`config.mk`:
```
export PLATFORM = sky130hd
export DESIGN_NAME = wb_interconnect_2m1s
export DESIGN_NICKNAME = d
export VERILOG_FILES = /design/src/rtl/hehe_wb_pkg.sv /design/src/rtl/wb_arb2_rr.sv /design/src/rtl/wb_interconnect_2m1s.sv
export SDC_FILE = /design/constraint.sdc
export NUM_CORES = 1
export LEC_CHECK = 0
export BUFFER_PORTS_ARGS = -buffer_cell sky130_fd_sc_hd__buf_2
export CORE_AREA = 2 2 134 136
export CTS_CLUSTER_DIAMETER = 150
export CTS_CLUSTER_SIZE = 24
export DETAILED_ROUTE_END_ITERATION = 8
export DIE_AREA = 0 0 136 138
export PLACE_DENSITY_LB_ADDON = 0.05
export SLEW_MARGIN = 20
export SYNTH_ARGS = -nofsm -noshare
export SYNTH_HDL_FRONTEND = slang
export SYNTH_SLANG_ARGS = --single-unit
```
`constraint.sdc`:
```
create_clock -name clk_i -period 1.1 [get_ports clk_i]
set_input_delay 0.165 -clock clk_i [delete_from_list [all_inputs] [get_ports clk_i]]
set_output_delay 0.165 -clock clk_i [all_outputs]
set_load 0.03 [all_outputs]
```
`src/rtl/hehe_wb_pkg.sv`:
```
`default_nettype none
// ============================================================================
//  Module      : hehe_wb_pkg
//  Description : Shared Wishbone widths and grant-state encoding for the
//                two-master / one-slave interconnect.
//  Revision    : 1.0 - initial release
// ============================================================================
package hehe_wb_pkg;

  localparam int c_DW  = 32;
  localparam int c_AW  = 32;
  localparam int c_BLW = 10;

  typedef enum logic [1:0] {
    IDLE   = 2'd0,
    GNT_M0 = 2'd1,
    GNT_M1 = 2'd2
  } grant_state_e;

endpackage
`default_nettype wire

```
`src/rtl/wb_arb2_rr.sv`:
```
`default_nettype none
// ============================================================================
//  Module      : wb_arb2_rr
//  Description : Two-way round-robin arbiter with registered grant. A grant
//                is kept while hold is high; otherwise the next winner is
//                chosen from req, ties going to the master that did not win
//                most recently.
//  Revision    : 1.0 - initial release
// ============================================================================
module wb_arb2_rr
  import hehe_wb_pkg::*;
(
  input  logic       clk,
  input  logic       rst,
  input  logic [1:0] req,
  input  logic       hold,
  output logic [1:0] gnt
);

  grant_state_e r_state;
  grant_state_e w_state_nxt;
  logic         r_last_grant;      // 0: m0 won last, 1: m1 won last
  logic         w_last_grant_nxt;

  // Grant state and last winner registers
  always_ff @(posedge clk) begin
    if (rst) begin
      r_state      <= IDLE;
      r_last_grant <= 1'b1;          // m0 wins the first tie after reset
    end else begin
      r_state      <= w_state_nxt;
      r_last_grant <= w_last_grant_nxt;
    end
  end

  // Next grant: keep the owner while it holds, else re-arbitrate immediately
  // so a waiting master takes over without an idle bubble
  always_comb begin
    w_state_nxt      = r_state;
    w_last_grant_nxt = r_last_grant;
    if (!hold) begin
      case (req)
        2'b01: begin
          w_state_nxt      = GNT_M0;
          w_last_grant_nxt = 1'b0;
        end
        2'b10: begin
          w_state_nxt      = GNT_M1;
          w_last_grant_nxt = 1'b1;
        end
        2'b11: begin
          if (r_last_grant) begin
            w_state_nxt      = GNT_M0;
            w_last_grant_nxt = 1'b0;
          end else begin
            w_state_nxt      = GNT_M1;
            w_last_grant_nxt = 1'b1;
          end
        end
        default: w_state_nxt = IDLE;
      endcase
    end
  end

  assign gnt = {(r_state == GNT_M1), (r_state == GNT_M0)};

endmodule
`default_nettype wire

```
`src/rtl/wb_interconnect_2m1s.sv`:
```
`default_nettype none
// ============================================================================
//  Module      : wb_interconnect_2m1s
//  Description : Two-master (m0 data, m1 instruction) to one-slave Wishbone
//                interconnect. Round-robin grant, combinational request mux
//                toward the slave and gated ack/last-ack steering back.
//  Revision    : 1.0 - initial release
// ============================================================================
module wb_interconnect_2m1s
  import hehe_wb_pkg::*;
#(
  parameter int DW  = c_DW,
  parameter int AW  = c_AW,
  parameter int BLW = c_BLW
) (
  input  logic            clk_i,
  input  logic            rst_i,
  // master 0 (data side)
  input  logic [DW-1:0]   m0_wbd_dat_i,
  input  logic [AW-1:0]   m0_wbd_adr_i,
  input  logic [DW/8-1:0] m0_wbd_sel_i,
  input  logic            m0_wbd_we_i,
  input  logic            m0_wbd_cyc_i,
  input  logic            m0_wbd_stb_i,
  output logic [DW-1:0]   m0_wbd_dat_o,
  output logic            m0_wbd_ack_o,
  output logic            m0_wbd_lack_o,
  output logic            m0_wbd_err_o,
  // master 1 (instruction side)
  input  logic [DW-1:0]   m1_wbd_dat_i,
  input  logic [AW-1:0]   m1_wbd_adr_i,
  input  logic [DW/8-1:0] m1_wbd_sel_i,
  input  logic [BLW-1:0]  m1_wbd_bl_i,
  input  logic            m1_wbd_bry_i,
  input  logic            m1_wbd_we_i,
  input  logic            m1_wbd_cyc_i,
  input  logic            m1_wbd_stb_i,
  output logic [DW-1:0]   m1_wbd_dat_o,
  output logic            m1_wbd_ack_o,
  output logic            m1_wbd_lack_o,
  output logic            m1_wbd_err_o,
  // slave
  input  logic [DW-1:0]   s_wbd_dat_i,
  input  logic            s_wbd_ack_i,
  input  logic            s_wbd_lack_i,
  output logic [DW-1:0]   s_wbd_dat_o,
  output logic [AW-1:0]   s_wbd_adr_o,
  output logic [DW/8-1:0] s_wbd_sel_o,
  output logic [BLW-1:0]  s_wbd_bl_o,
  output logic            s_wbd_bry_o,
  output logic            s_wbd_we_o,
  output logic            s_wbd_cyc_o,
  output logic            s_wbd_stb_o
);

  // m0 never bursts: it always presents a single, ready beat
  localparam logic [BLW-1:0] c_M0_BL = BLW'(1);

  logic [1:0] w_req;
  logic [1:0] w_gnt;
  logic       w_hold;

  assign w_req  = {m1_wbd_cyc_i & m1_wbd_stb_i, m0_wbd_cyc_i & m0_wbd_stb_i};
  // The owner keeps the bus for as long as it holds cyc, bursts included
  assign w_hold = (w_gnt[0] & m0_wbd_cyc_i) | (w_gnt[1] & m1_wbd_cyc_i);

  wb_arb2_rr u_arb (
    .clk  (clk_i),
    .rst  (rst_i),
    .req  (w_req),
    .hold (w_hold),
    .gnt  (w_gnt)
  );

  // Forward the granted master's request to the slave; all zero when idle
  always_comb begin
    s_wbd_dat_o = '0;
    s_wbd_adr_o = '0;
    s_wbd_sel_o = '0;
    s_wbd_bl_o  = '0;
    s_wbd_bry_o = 1'b0;
    s_wbd_we_o  = 1'b0;
    s_wbd_cyc_o = 1'b0;
    s_wbd_stb_o = 1'b0;
    if (w_gnt[0]) begin
      s_wbd_dat_o = m0_wbd_dat_i;
      s_wbd_adr_o = m0_wbd_adr_i;
      s_wbd_sel_o = m0_wbd_sel_i;
      s_wbd_bl_o  = c_M0_BL;
      s_wbd_bry_o = 1'b1;
      s_wbd_we_o  = m0_wbd_we_i;
      s_wbd_cyc_o = m0_wbd_cyc_i;
      s_wbd_stb_o = m0_wbd_stb_i;
    end else if (w_gnt[1]) begin
      s_wbd_dat_o = m1_wbd_dat_i;
      s_wbd_adr_o = m1_wbd_adr_i;
      s_wbd_sel_o = m1_wbd_sel_i;
      s_wbd_bl_o  = m1_wbd_bl_i;
      s_wbd_bry_o = m1_wbd_bry_i;
      s_wbd_we_o  = m1_wbd_we_i;
      s_wbd_cyc_o = m1_wbd_cyc_i;
      s_wbd_stb_o = m1_wbd_stb_i;
    end
  end

  // Return path: read data broadcast, acks steered to the owner only
  assign m0_wbd_dat_o  = s_wbd_dat_i;
  assign m1_wbd_dat_o  = s_wbd_dat_i;
  assign m0_wbd_ack_o  = s_wbd_ack_i  & w_gnt[0];
  assign m0_wbd_lack_o = s_wbd_lack_i & w_gnt[0];
  assign m1_wbd_ack_o  = s_wbd_ack_i  & w_gnt[1];
  assign m1_wbd_lack_o = s_wbd_lack_i & w_gnt[1];
  assign m0_wbd_err_o  = 1'b0;
  assign m1_wbd_err_o  = 1'b0;

endmodule
`default_nettype wire

```
==> results.yml <==
setup_path:
  crit_buf_inv: 2
  startpoint: "u_arb.r_state[0]"
  r2r_start: "u_arb.r_state[0]"
  reg2regPathDepth: 6
  reg2reg_to: "u_arb.r_last_grant"
  worstPathArrival_ps: 1370
  slowest_stage: "and2b_4"
  end_kind: "output pin"
  path_cells: "and2b_4 > buf_12 > a22o_2 > buf_6"
  critPathMaxStageDelay_ps: 330
  critPathKind: "flip-flop to output pin"
  crit_family: "simple AND/OR/NAND/NOR gates"
  crit_required_ps: 940
  rrSetupSlack_ps: -310
  crit_path_max_fanout: 20
  start_kind: "flip-flop"
global_route:
  use_met3: 0.0264
  grt_usage: 0.0752
  met1_usage: 0.0681
  antenna_found_initial: 0
  grt_start_max_net_pins: 35
  grt.busiest_layer: "met2"
  grt_pass1_vias: 2143
  grtUsageMet2: 0.159
  overflow: 0
  grt_pass1_wl_um: 11200
sta:
  max_freq_mhz: 651
  finalHoldViolations: 0
  tns_ps: -35750
  finalSetupViolations: 87
  min_period_over_period: 1.40
  layout_min_cycle_time_ps: 1540
  worst_slack_ps: -436
  clock_skew_ps: 1.52
  drv_slew: 0
  rsz0062_at_grt: "true"
placement:
  dp_cells: 592
  place.gp.congestion: 0.665
  hpwlAfterDp_um: 6570
  port_buffers: 242
  postPlaceCellArea_um2: 2870
detailed_routing:
  drt-wirelength-per-cell_um: 13.5
  drc: 0
  ant_nets: 0
  num_vias: 2131
  wirelength_um: 8110
  drt-pass1-iter-count: 4
  drt_first_iter_violations: 25
  viasPerCell: 3.55
yosys:
  synth_seq_area_share: 0.0406
  synth_area_leader_cell: "a22o_1"
  ys.warnings.count: 0
  synth.cell_area_um2: 1480
  syn_avg_cell_area_um2: 7.75
  synth_area_leaders: "a22o_1 42%, buf_4 34%, and2_1 5.5%"
  synth_seq_cells: 3
  synth_cells: 191
  yosys.cell_types.count: 22
  synth_top_area_frac: 0.420
die:
  start_util: 0.0844
  core-area_um2: 17500
  die_area_um2: 18800
  io_pins: 341
  num_rows: 49
  die_h_um: 138
  die_w_um: 136
clock_tree:
  clock_sinks: 3
  cts_hold_buf: 0
  clk_pin_slew_worst_paths_ps: 30
  cts_max_level: 1
  clk_latency_ps: 220
  clock_path_buffers: 2
  cts_tree: "built"
  ctsRootBufferMaster: "clkbuf_16"
  cts_buffers: 3
layout:
  layout-drive-gt1-share: 0.954
  fin_area_um2: 3640
  area_growth_pct: 146
  final_cells: 601
  seq_area_um2: 62.6
  nFillCells: 1970
  n_antenna_cell: 0
  layout.nets: 562
  multiInputGateArea_um2: 1210
power_and_ir_drop:
  peakVddDrop_mv: 0.512
  p_leak_nw: 1.88
  finalPower_mw: 2.60
  pwr_density_cell_nw_per_um2: 714
hold_path:
  hold-path-cell-count: 2
  min_to: "u_arb.r_state[0]"
  min_from: "rst_i"
  min_path_type: "primary input to flip-flop"
run:
  drv_cap: 0
status:
  violations: "setup timing"
  outcome: "finished, violations left"
## worst max-delay path by stage
| stage | endpoint | slack, ps | cells past startpoint |
|---|---|---|---|
| final | s_wbd_adr_o[15] | -440 | 4 |
| after global routing | s_wbd_dat_o[24] | -510 | 4 |
| after CTS | s_wbd_adr_o[15] | -480 | 4 |
| after detailed placement | s_wbd_adr_o[15] | -290 | 4 |
| after global placement | s_wbd_dat_o[12] | -280 | 4 |
| after floorplan | s_wbd_adr_o[25] | -200 | 4 |
## where the power goes
group	total [mW]	internal, mW	switching (mW)
Clock	0.574	0.478	0.0963
Sequential	0.125	0.119	0.00617
Combinational	1.90	0.973	0.923
## cell families after synthesis
logic type / after synthesis / share of synthesized area
other: 1 / 0.00253
AND/OR/NAND/NOR: 23 / 0.0981
AO/OA/AOI/OAI: 80 / 0.463
buffers and inverters: 84 / 0.396
flip-flops: 3 / 0.0406
## Yosys cell counts
library cell / count
nand3b_1: 2
a21o_1: 2
nor2b_2: 1
a21oi_1: 2
o22ai_1: 1
clkbuf_2: 1
conb_1: 1
buf_1: 1
a31oi_1: 1
or3b_2: 1
dfxtp_1: 3
inv_1: 1
buf_2: 14
and2_1: 13
nand2_1: 4
and2b_1: 1
o32a_1: 1
a211oi_1: 1
a22o_1: 71
a2111oi_0: 1
buf_4: 67
nand4b_1: 1
## layout by cell type (no fill, tap or decap), types with 2 or more instances in the layout
master,netlist,routed
conb_1,1,2
buf_6,0,90
a22o_2,0,43
a21o_1,2,2
buf_12,0,5
a22o_4,0,28
a21oi_1,2,2
nand3b_1,2,2
clkbuf_16,0,4
buf_2,14,156
and2_4,0,13
nand2_1,4,3
dfxtp_2,0,2
buf_4,67,6
## cell type report
cell class,instances,share of cell area
timing repair buffer,259,0.548
multi-input combinational,105,0.333
tap,229,0.0788
clock buffer,4,0.0217
sequential,3,0.0172
inverter,1,0.00103
## stage by stage
step	worst slack (ps)	hold slack [ps]	util
after floorplan	-200	241	-
after global placement	-284	330	0.164
after detailed placement	-294	330	0.164
after CTS	-479	181	0.203
after global routing	-514	212	0.207
final	-436	204	0.207
## repair_timing
action	4_1_cts	5_1_grt
resized for setup	179	15
buffers inserted	3	1
endpoints found under the setup margin	89	88
pin swaps	1	2
cloned	1	1
## flip-flops by register name, summed over array words and instances (netlist names)
name                flops
u_arb.r_state           2
u_arb.r_last_grant      1
## metal layers
metal  vias to the layer above  wire [µm]
met4                         0         69
met1                       972       2540
met3                        10        837
li1                       1013          -
met2                       136       4660
met5                         -          0
Note: power is estimated with default switching activity, not from simulation.
